===== config.mk =====
export PLATFORM = sky130hd
export DESIGN_NAME = apb_master_ctrl_flat
export DESIGN_NICKNAME = d
export VERILOG_FILES = /design/src/rtl/apb_pkg.sv /design/src/rtl/apb_master_ctrl_if.sv /design/src/rtl/apb_req_buf.sv /design/src/rtl/apb_master_ctrl.sv /design/src/flat_wrapper.sv
export SDC_FILE = /design/constraint.sdc
export NUM_CORES = 1
export LEC_CHECK = 0
export BUFFER_PORTS_ARGS = -buffer_cell sky130_fd_sc_hd__buf_2
export CORE_AREA = 2 2 163 85
export DETAILED_ROUTE_END_ITERATION = 8
export DIE_AREA = 0 0 165 87
export GPL_TIMING_DRIVEN = 0
export MAX_ROUTING_LAYER = met4
export PLACE_DENSITY_LB_ADDON = 0.05
export RECOVER_POWER = 100
export SYNTH_ARGS = -nofsm -noshare
export SYNTH_HDL_FRONTEND = slang
export SYNTH_HIERARCHICAL = 1
export SYNTH_SLANG_ARGS = --single-unit

===== constraint.sdc =====
create_clock -name hclk -period 2.85 [get_ports hclk]
set_input_delay 0.1425 -clock hclk [delete_from_list [all_inputs] [get_ports hclk]]
set_output_delay 0.1425 -clock hclk [all_outputs]
set_load 0.03 [all_outputs]

===== src/rtl/apb_pkg.sv =====
// Shared types for the APB master controller: FSM states, buffered request layout, default widths.
// The request struct is sized by the constants here; keep them equal to the top-level width parameters.
package apb_pkg;
  localparam int APB_ADDR_W = 32;
  localparam int APB_DATA_W = 32;
  localparam int APB_NSLV   = 3;

  typedef enum logic [1:0] {IDLE, SETUP, ACCESS} apb_state_e;

  typedef struct packed {
    logic                  write;
    logic [APB_ADDR_W-1:0] addr;
    logic [APB_DATA_W-1:0] wdata;
    logic [APB_NSLV-1:0]   sel;
  } apb_req_t;
endpackage


===== src/rtl/apb_master_ctrl_if.sv =====
// AHB-side request/response and APB bus signals of the APB master controller.
// master modport is the controller's view; slave modport is the surrounding system's view.
interface apb_master_ctrl_if
  import apb_pkg::*;
#(
  parameter int ADDR_W = APB_ADDR_W,
  parameter int DATA_W = APB_DATA_W,
  parameter int NSLV   = APB_NSLV
);
  logic              valid;
  logic              hwrite;
  logic [ADDR_W-1:0] haddr;
  logic [DATA_W-1:0] hwdata;
  logic [NSLV-1:0]   tempselx;
  logic              hreadyout;
  logic              rsp_valid;
  logic [DATA_W-1:0] rsp_rdata;
  logic              rsp_err;
  logic [NSLV-1:0]   pselx;
  logic              penable;
  logic              pwrite;
  logic [ADDR_W-1:0] paddr;
  logic [DATA_W-1:0] pwdata;
  logic              pready;
  logic              pslverr;
  logic [DATA_W-1:0] prdata;

  modport master (
    input  valid, hwrite, haddr, hwdata, tempselx, pready, pslverr, prdata,
    output hreadyout, rsp_valid, rsp_rdata, rsp_err, pselx, penable, pwrite, paddr, pwdata
  );

  modport slave (
    output valid, hwrite, haddr, hwdata, tempselx, pready, pslverr, prdata,
    input  hreadyout, rsp_valid, rsp_rdata, rsp_err, pselx, penable, pwrite, paddr, pwdata
  );
endinterface


===== src/rtl/apb_req_buf.sv =====
// One-entry request holding register; loads on valid && hreadyout, drains when the FSM issues SETUP.
// hreadyout is low while the entry is full or a read is outstanding; it depends on registers only.
module apb_req_buf
  import apb_pkg::*;
#(
  parameter int ADDR_W = APB_ADDR_W,
  parameter int DATA_W = APB_DATA_W,
  parameter int NSLV   = APB_NSLV
) (
  input  logic              clk_i,
  input  logic              rst_i,
  input  logic              valid_i,
  input  logic              hwrite_i,
  input  logic [ADDR_W-1:0] haddr_i,
  input  logic [DATA_W-1:0] hwdata_i,
  input  logic [NSLV-1:0]   tempselx_i,
  input  logic              drain_i,
  input  logic              rd_done_i,
  output logic              full_o,
  output logic              hreadyout_o,
  output apb_req_t          req_o
);
  logic     buf_full_q, buf_full_d;
  logic     rd_pend_q, rd_pend_d;
  apb_req_t req_q, req_d;
  logic     accept;

  assign hreadyout_o = !buf_full_q && !rd_pend_q;
  assign accept      = valid_i && hreadyout_o;
  assign full_o      = buf_full_q;
  assign req_o       = req_q;

  always_comb begin
    buf_full_d = buf_full_q;
    rd_pend_d  = rd_pend_q;
    req_d      = req_q;
    if (drain_i) buf_full_d = 1'b0;
    if (rd_done_i) rd_pend_d = 1'b0;
    if (accept) begin
      buf_full_d  = 1'b1;
      rd_pend_d   = !hwrite_i;
      req_d.write = hwrite_i;
      req_d.addr  = APB_ADDR_W'(haddr_i);
      req_d.wdata = APB_DATA_W'(hwdata_i);
      req_d.sel   = APB_NSLV'(tempselx_i);
    end
  end

  always_ff @(posedge clk_i) begin
    if (rst_i) begin
      buf_full_q <= 1'b0;
      rd_pend_q  <= 1'b0;
      req_q      <= '0;
    end else begin
      buf_full_q <= buf_full_d;
      rd_pend_q  <= rd_pend_d;
      req_q      <= req_d;
    end
  end
endmodule


===== src/rtl/apb_master_ctrl.sv =====
// APB master: one buffered AHB-side request, posted writes, blocking reads, PREADY waits, PSLVERR, timeout.
// Acceptance at edge N gives SETUP at N+1, ACCESS at N+2, and a zero-wait rsp_valid at N+3.
module apb_master_ctrl
  import apb_pkg::*;
#(
  parameter int ADDR_W  = APB_ADDR_W,
  parameter int DATA_W  = APB_DATA_W,
  parameter int NSLV    = APB_NSLV,
  parameter int TIMEOUT = 16
) (
  input logic               hclk,
  input logic               hreset,
  apb_master_ctrl_if.master bus
);
  localparam int              TMO_W    = (TIMEOUT > 0) ? $clog2(TIMEOUT + 1) : 1;
  localparam logic [TMO_W-1:0] TMO_LAST = TMO_W'((TIMEOUT > 0) ? TIMEOUT - 1 : 0);

  apb_state_e        state_q;
  logic [NSLV-1:0]   pselx_q;
  logic              penable_q;
  logic              pwrite_q;
  logic [ADDR_W-1:0] paddr_q;
  logic [DATA_W-1:0] pwdata_q;
  logic              rsp_valid_q;
  logic [DATA_W-1:0] rsp_rdata_q;
  logic              rsp_err_q;
  logic [TMO_W-1:0]  tmo_q;

  logic     buf_full, buf_hready;
  apb_req_t buf_req;
  logic     tmo_hit, xfer_done, drain, rd_done;

  // The timeout fires on the TIMEOUT-th ACCESS cycle with pready still low.
  assign tmo_hit   = (TIMEOUT != 0) && (tmo_q == TMO_LAST);
  assign xfer_done = (state_q == ACCESS) && (bus.pready || tmo_hit);
  assign drain     = buf_full && ((state_q == IDLE) || xfer_done);
  assign rd_done   = xfer_done && !pwrite_q;

  apb_req_buf #(
    .ADDR_W (ADDR_W),
    .DATA_W (DATA_W),
    .NSLV   (NSLV)
  ) u_req_buf (
    .clk_i       (hclk),
    .rst_i       (hreset),
    .valid_i     (bus.valid),
    .hwrite_i    (bus.hwrite),
    .haddr_i     (bus.haddr),
    .hwdata_i    (bus.hwdata),
    .tempselx_i  (bus.tempselx),
    .drain_i     (drain),
    .rd_done_i   (rd_done),
    .full_o      (buf_full),
    .hreadyout_o (buf_hready),
    .req_o       (buf_req)
  );

  always_ff @(posedge hclk) begin
    if (hreset) begin
      state_q     <= IDLE;
      pselx_q     <= '0;
      penable_q   <= 1'b0;
      pwrite_q    <= 1'b0;
      paddr_q     <= '0;
      pwdata_q    <= '0;
      rsp_valid_q <= 1'b0;
      rsp_rdata_q <= '0;
      rsp_err_q   <= 1'b0;
      tmo_q       <= '0;
    end else begin
      rsp_valid_q <= 1'b0;
      rsp_rdata_q <= '0;
      rsp_err_q   <= 1'b0;
      unique case (state_q)
        IDLE: begin
          if (buf_full) state_q <= SETUP;
        end
        SETUP: begin
          penable_q <= 1'b1;
          tmo_q     <= '0;
          state_q   <= ACCESS;
        end
        ACCESS: begin
          if (xfer_done) begin
            rsp_valid_q <= 1'b1;
            rsp_err_q   <= bus.pready ? bus.pslverr : 1'b1;
            rsp_rdata_q <= (bus.pready && !pwrite_q) ? bus.prdata : '0;
            penable_q   <= 1'b0;
            if (buf_full) begin
              state_q <= SETUP;
            end else begin
              pselx_q <= '0;
              state_q <= IDLE;
            end
          end else begin
            tmo_q <= tmo_q + 1'b1;
          end
        end
        default: state_q <= IDLE;
      endcase
      // SETUP entry loads the APB address phase from the buffer; it then holds through ACCESS.
      if (drain) begin
        pselx_q  <= NSLV'(buf_req.sel);
        pwrite_q <= buf_req.write;
        paddr_q  <= ADDR_W'(buf_req.addr);
        pwdata_q <= DATA_W'(buf_req.wdata);
      end
    end
  end

  assign bus.hreadyout = buf_hready;
  assign bus.rsp_valid = rsp_valid_q;
  assign bus.rsp_rdata = rsp_rdata_q;
  assign bus.rsp_err   = rsp_err_q;
  assign bus.pselx     = pselx_q;
  assign bus.penable   = penable_q;
  assign bus.pwrite    = pwrite_q;
  assign bus.paddr     = paddr_q;
  assign bus.pwdata    = pwdata_q;
endmodule


===== src/flat_wrapper.sv =====
// flat-port wrapper written by rule: the top's interface ports become plain ports
module apb_master_ctrl_flat import apb_pkg::*;
#(
  parameter int ADDR_W  = APB_ADDR_W,
  parameter int DATA_W  = APB_DATA_W,
  parameter int NSLV    = APB_NSLV,
  parameter int TIMEOUT = 16
)
  (hclk, hreset, bus_valid, bus_hwrite, bus_haddr, bus_hwdata, bus_tempselx, bus_pready, bus_pslverr, bus_prdata, bus_hreadyout, bus_rsp_valid, bus_rsp_rdata, bus_rsp_err, bus_pselx, bus_penable, bus_pwrite, bus_paddr, bus_pwdata);
  apb_master_ctrl_if #(.ADDR_W(ADDR_W), .DATA_W(DATA_W), .NSLV(NSLV)) bus_i ();
  input logic hclk;
  input logic hreset;
  input wire logic [$bits(bus_i.valid)-1:0] bus_valid;
  input wire logic [$bits(bus_i.hwrite)-1:0] bus_hwrite;
  input wire logic [$bits(bus_i.haddr)-1:0] bus_haddr;
  input wire logic [$bits(bus_i.hwdata)-1:0] bus_hwdata;
  input wire logic [$bits(bus_i.tempselx)-1:0] bus_tempselx;
  input wire logic [$bits(bus_i.pready)-1:0] bus_pready;
  input wire logic [$bits(bus_i.pslverr)-1:0] bus_pslverr;
  input wire logic [$bits(bus_i.prdata)-1:0] bus_prdata;
  output wire logic [$bits(bus_i.hreadyout)-1:0] bus_hreadyout;
  output wire logic [$bits(bus_i.rsp_valid)-1:0] bus_rsp_valid;
  output wire logic [$bits(bus_i.rsp_rdata)-1:0] bus_rsp_rdata;
  output wire logic [$bits(bus_i.rsp_err)-1:0] bus_rsp_err;
  output wire logic [$bits(bus_i.pselx)-1:0] bus_pselx;
  output wire logic [$bits(bus_i.penable)-1:0] bus_penable;
  output wire logic [$bits(bus_i.pwrite)-1:0] bus_pwrite;
  output wire logic [$bits(bus_i.paddr)-1:0] bus_paddr;
  output wire logic [$bits(bus_i.pwdata)-1:0] bus_pwdata;
  assign bus_i.valid = bus_valid;
  assign bus_i.hwrite = bus_hwrite;
  assign bus_i.haddr = bus_haddr;
  assign bus_i.hwdata = bus_hwdata;
  assign bus_i.tempselx = bus_tempselx;
  assign bus_i.pready = bus_pready;
  assign bus_i.pslverr = bus_pslverr;
  assign bus_i.prdata = bus_prdata;
  assign bus_hreadyout = bus_i.hreadyout;
  assign bus_rsp_valid = bus_i.rsp_valid;
  assign bus_rsp_rdata = bus_i.rsp_rdata;
  assign bus_rsp_err = bus_i.rsp_err;
  assign bus_pselx = bus_i.pselx;
  assign bus_penable = bus_i.penable;
  assign bus_pwrite = bus_i.pwrite;
  assign bus_paddr = bus_i.paddr;
  assign bus_pwdata = bus_i.pwdata;
  apb_master_ctrl #(.ADDR_W(ADDR_W), .DATA_W(DATA_W), .NSLV(NSLV), .TIMEOUT(TIMEOUT)) u_core (.hclk(hclk), .hreset(hreset), .bus(bus_i));
endmodule

# Yosys cells after proc, flatten, opt, wreduce, memory -nomap -nowiden
# Cells that the tools add are included.
[word_totals] regBits=180 word_cells=70
[classes] n_addsub=1 n_eq_ne=7 n_mux=18 bitwise_logic=3 reduce_logical=25
[ops] operator="two-way mux 3 bit" count=4
[ops] operator="case mux 5 bit (2 select lines)" count=1
[ops] operator="nonzero test 2 bit" count=5
[ops] operator="two-way mux 1 bit" count=8
[ops] operator="logical AND 1 bit" count=6
[ops] operator="case mux 2 bit (3 select lines)" count=1
[ops] operator="AND reduction 2 bit" count=3
[ops] operator="adder 5 x 1 -> 5 bit (second input constant)" count=1
[ops] operator="equality test 5 x 4 -> 1 bit (second input constant)" count=1
[ops] operator="two-way mux 5 bit" count=1
[ops] operator="logical NOT 1 bit" count=4
[ops] operator="two-way mux 2 bit" count=2
[ops] operator="inequality test 2 x 1 -> 1 bit (second input constant)" count=2
[ops] operator="inequality test 2 bit (second input constant)" count=2
[ops] operator="OR reduction 4 bit" count=1
[ops] operator="inverter 1 bit" count=3
[ops] operator="AND reduction 3 bit" count=1
[ops] operator="OR reduction 3 bit" count=1
[ops] operator="equality test 2 x 1 -> 1 bit (second input constant)" count=1
[ops] operator="equality test 2 bit (second input constant)" count=1
[ops] operator="logical NOT 2 bit" count=1
[ops] operator="logical OR 1 bit" count=2
[ops] operator="case mux 1 bit (2 select lines)" count=1
[ops] operator="OR reduction 2 bit" count=1

# Depth between registers and ports, before layout
[logic_depth] depth_word=7 depth_mapped=9

# By module
# Netlist, hierarchy kept.
[modules_own_cells] mod="apb_master_ctrl" instances=1 cells_per_inst=423 area_per_inst_um2=3886.2 seq_area_each_um2=2202.1
[modules_own_cells] mod="apb_req_buf" instances=1 cells_per_inst=304 area_per_inst_um2=3120.5 seq_area_each_um2=1401.3

# Worst setup path before layout
# OpenSTA, ideal clock, no wires.
[synth_timing] kind="flip-flop to flip-flop" start="register u_core.tmo_q[0]" end="register u_core.pwdata_q[13], in the netlist u_core/bus.pwdata[13]" arrival_ns=1.799 required_ns=2.718 setup_slack_ns=0.919 path_stages_with_launch=9 n_path_buf=2 synth_period_minus_slack_ns=1.931 cell_sequence="dfxtp_1 > ha_1 > and3_1 > ha_1 > or3b_1 > buf_2 > buf_2 > nand3_1 > a21oi_1"
[synth_via] elab_chain_len=5
[synth_lines] element="start: declaration" line_no="apb_master_ctrl.sv:27" source="logic [TMO_W-1:0] tmo_q;"
[synth_lines] element="start signal: assignment" line_no="apb_master_ctrl.sv:96" source="tmo_q <= tmo_q + 1'b1;"
[synth_lines] element="equality test 5 x 4 -> 1 bit" line_no="apb_master_ctrl.sv:34" source="assign tmo_hit = (TIMEOUT != 0) && (tmo_q == TMO_LAST);"
[synth_lines] element="logical OR 1 bit" line_no="apb_master_ctrl.sv:35" source="assign xfer_done = (state_q == ACCESS) && (bus.pready || tmo_hit);"
[synth_lines] element="logical AND 1 bit" line_no="apb_master_ctrl.sv:35"
[synth_lines] element="logical OR 1 bit" line_no="apb_master_ctrl.sv:36" source="assign drain = buf_full && ((state_q == IDLE) || xfer_done);"
[synth_lines] element="logical AND 1 bit" line_no="apb_master_ctrl.sv:36"
[synth_lines] element="end signal: assignment" line_no="apb_master_ctrl.sv:106" source="pwdata_q <= DATA_W'(buf_req.wdata);"
[synth_lines] element="end: declaration" line_no="apb_master_ctrl.sv:23" source="logic [DATA_W-1:0] pwdata_q;"
# No other way between the ends.
# A chain may end at the register's enable or synchronous reset.

# Worst setup path in the final report
[layout_timing] start="register u_core.tmo_q[0]" end="register u_core.paddr_q[30], in the netlist u_core/bus.paddr[30]"
[layout_via] elab_chain_len=5
[layout_lines] element="equality test 5 x 4 -> 1 bit" line_no="apb_master_ctrl.sv:34"
[layout_lines] element="logical OR 1 bit" line_no="apb_master_ctrl.sv:35"
[layout_lines] element="logical AND 1 bit" line_no="apb_master_ctrl.sv:35"
[layout_lines] element="logical OR 1 bit" line_no="apb_master_ctrl.sv:36"
[layout_lines] element="logical AND 1 bit" line_no="apb_master_ctrl.sv:36"
[layout_lines] element="end signal: assignment" line_no="apb_master_ctrl.sv:105" source="paddr_q <= ADDR_W'(buf_req.addr);"
[layout_lines] element="end: declaration" line_no="apb_master_ctrl.sv:22" source="logic [ADDR_W-1:0] paddr_q;"
# No other way between the ends.

==> metrics <==
Power Total 5.88 mW; final wirelength 20200 microns; unrepaired setup endpoints after global routing false; # rows 30; Worst Path Arrival 2.83 ns; CTS H-tree lvls 4; Leak 3.68 nW; final-report setup violation count 0; net switching power of the design 1.56 mW; Final Cycle Share 87.2%; Core Region 13100 sq um; Synth area leaders dfxtp_1, nand2b_1, mux2i_1; via count 6437; Hold/Removal Path Class input port to register; IO Port Bufs 208; #FFs+latches synth 180; DIE WIDTH 165 microns; Required @ worst endpoint 3.19 ns; Inserted Diodes 0; initial antenna violation count 0; CTS tree yes; initial drt markers 499; total CTS buffers 17; clk_lat worst skew 0.42 ns; cell count after synthesis 727; utilization after layout 73.1%; worst-margin pin slew 1.44 ns; Root Buffer clkbuf_16; Max-Slew Margin vs Limit 2.74%; CP max FO 10; Critical Path Source Type register; reg2reg setup slack 0.37 ns; die footprint 14400 sq um; clk sinks 180; WHS 0.00524 ns; fill count 1005; Switching Share 26.6%; critical path type register to register; clock-pin slew on the worst setup and hold paths 0.07 ns; WL/cell 16.4 microns; Syn Nets 834; dpl hpwl 13600 microns; distinct cell type count after synthesis 36; largest net degree at the start of global routing 19; post-synth top area share 51.4%; # nets final 1148; DRT antenna net count 0; Seq pwr share 45.9%; Power per Cell Area 615 nW/um^2; Post-Synthesis Cell Area 7010 sq um; TNS Setup 0 ns; Overflow after GRT 0; max_cap viols 0; Max Freq 403 MHz; initial core utilization 53.5%; Clock Path Buffers 2; post-synthesis sequential area ratio 51.4%; DRC viols 0; first-pass GRT wire length 31400 microns; area of the multi-input gates 3070 sq um; register area 3600 sq um; Int Power 4.32 mW; Max VDD drop 0.000373 V; Slew Limit Fails 0; synth warn 6; Final Wtd Congestion 0.831; post-synth top area cell dfxtp_1; status finished, final reports clean; Die Ht 87 microns; length of the first detailed-routing pass in iterations 5; syn avg cell area 9.64 sq um; Combinational Power Share 12.4%; area grow syn2layout 36.6%; vias in the first global route 6256; Critical Path End Type register; vias per cell 5.23; ratio of cells with drive above 1 in the final layout 14.4%; crit path time final 2.48 ns; clock network power share 41.8%; total track usage 29.2%; Post-CTS Resized 0; final hold violation count 0; Top-Level Pins 209; worst clock skew 0.0130 ns
[cell families after synthesis]
logic type                 synth area share [%]
adders and majority gates                 0.357
buffers and inverters                      4.39
AOI/OAI and AO/OA                          11.0
DFF                                        51.4
muxes                                      9.71
and+or+nand+nor                            23.1
[worst paths after layout]
kind                              startpoint                         end  depth (start not counted)
setup reg to reg             u_core/tmo_q[0]        u_core/bus.paddr[30]                          8
hold reg to reg   u_core/u_req_buf/req_o[18]       u_core/bus.pwdata[15]                          2
hold / removal                 bus_haddr[14]  u_core/u_req_buf/req_o[49]                          3
setup / recovery             u_core/tmo_q[0]        u_core/bus.paddr[30]                          8
[worst max-delay path, stage by stage, from the launching register on]
cell and delay (ns):
dfxtp_1 0.35, ha_1 0.25, and3_1 0.20, ha_1 0.25
nor3b_2 0.36, buf_4 0.27, clkbuf_1 0.37, o21ai_0 0.18
a21oi_1 0.17
[state kept, by name, indices dropped and copies added, names as in the netlist]
| register | flops |
|---|---|
| u_core/bus.paddr | 32 |
| u_core/tmo_q | 5 |
| u_core/bus.pwrite | 1 |
| u_core/bus.rsp_rdata | 32 |
| u_core/bus.penable | 1 |
| u_core/u_req_buf/rd_pend_q | 1 |
| u_core/bus.pwdata | 32 |
| u_core/u_req_buf/req_o | 68 |
| u_core/bus.pselx | 3 |
| u_core/state_q | 2 |
| u_core/bus.rsp_err | 1 |
| u_core/bus.rsp_valid | 1 |
| u_core/u_req_buf/full_o | 1 |
[Yosys cell counts]
| cell | count |
|---|---|
| a21oi_1 | 71 |
| a21oi_2 | 1 |
| a22o_1 | 3 |
| a311oi_1 | 2 |
| a41oi_1 | 1 |
| and2_1 | 32 |
| and3_1 | 1 |
| buf_1 | 6 |
| buf_12 | 1 |
| buf_2 | 11 |
| buf_4 | 8 |
| buf_6 | 1 |
| clkbuf_1 | 32 |
| clkbuf_2 | 3 |
| dfxtp_1 | 180 |
| ha_1 | 2 |
| inv_1 | 1 |
| mux2i_1 | 68 |
| nand2_1 | 3 |
| nand2b_1 | 141 |
| nand3_1 | 69 |
| nor2_1 | 6 |
| nor2b_1 | 4 |
| nor3_1 | 1 |
| nor3_2 | 1 |
| nor3b_2 | 2 |
| nor4b_2 | 1 |
| nor4b_4 | 1 |
| o21ai_0 | 41 |
| o21ai_1 | 24 |
| o21ba_2 | 2 |
| o22ai_1 | 1 |
| or2_2 | 1 |
| or2b_1 | 2 |
| or3b_1 | 1 |
| or4b_1 | 2 |
[timing repair]
| item | 4_1_cts | 5_1_grt |
|---|---|---|
| hold buffers | 86 | 1 |
| endpoints found under the setup margin | 0 | 0 |
| hold endpoints to repair | 86 | 1 |
| setup buffers | 0 | 0 |
[power by group through the flow]
stage / sequential, mW / clock [mW] / combinational, mW
3_5_place_dp: 2.75 / 0 / 0.643
6_report: 2.70 / 2.46 / 0.727
2_1_floorplan: 2.80 / 0 / 0.363
3_3_place_gp: 2.75 / 0 / 0.623
4_1_cts: 2.70 / 2.49 / 0.739
5_1_grt: 2.71 / 2.59 / 0.787
[per-layer routing]
layer | wire [microns] | vias to the layer above | global-route usage, %
li1 | - | 3096 | -
met4 | 204 | 0 | 7.27
met2 | 9300 | 245 | 46.6
met5 | 0 | - | -
met1 | 9320 | 3075 | 39.1
met3 | 1350 | 21 | 5.05
[cells in the final DEF (no fill, tap or decap), types with 2 or more instances in the layout]
| cell | Yosys | routed |
|---|---|---|
| a21oi_1 | 71 | 72 |
| a22o_1 | 3 | 3 |
| a311oi_1 | 2 | 2 |
| and2_0 | 0 | 13 |
| and2_1 | 32 | 19 |
| buf_1 | 6 | 6 |
| buf_2 | 11 | 111 |
| buf_4 | 8 | 2 |
| bufinv_16 | 0 | 2 |
| clkbuf_1 | 32 | 150 |
| clkbuf_16 | 0 | 17 |
| clkinv_4 | 0 | 3 |
| dfxtp_1 | 180 | 180 |
| dlygate4sd3_1 | 0 | 87 |
| ha_1 | 2 | 2 |
| inv_6 | 0 | 3 |
| inv_8 | 0 | 5 |
| mux2i_1 | 68 | 68 |
| nand2_1 | 3 | 3 |
| nand2b_1 | 141 | 141 |
| nand3_1 | 69 | 69 |
| nor2_1 | 6 | 6 |
| nor2b_1 | 4 | 4 |
| o21ai_0 | 41 | 62 |
| o21ai_1 | 24 | 3 |
| o21ba_2 | 2 | 2 |
| or2b_1 | 2 | 2 |
| or4b_1 | 2 | 2 |
[layout make-up]
cell class / count / area share, %
Buffer: 62 / 2.77
Clock buffer: 18 / 4.59
Clock inverter: 14 / 1.93
Inverter: 1 / 0.0392
Multi-Input combinational cell: 484 / 32.1
Sequential cell: 180 / 37.7
Tap cell: 176 / 2.30
Timing Repair Buffer: 295 / 18.6
[stage by stage]
stage / instances / setup WS (ns) / area [sq um]
detailed placement: 1111 / 0.536 / 8270
global route: 1230 / 0.196 / 9570
CTS: 1229 / 0.497 / 9750
finish: 1230 / 0.366 / 9570
global placement: 1111 / 0.596 / 8270
floorplan: 727 / 0.919 / 7010
Power figures use the tool's default switching activity.
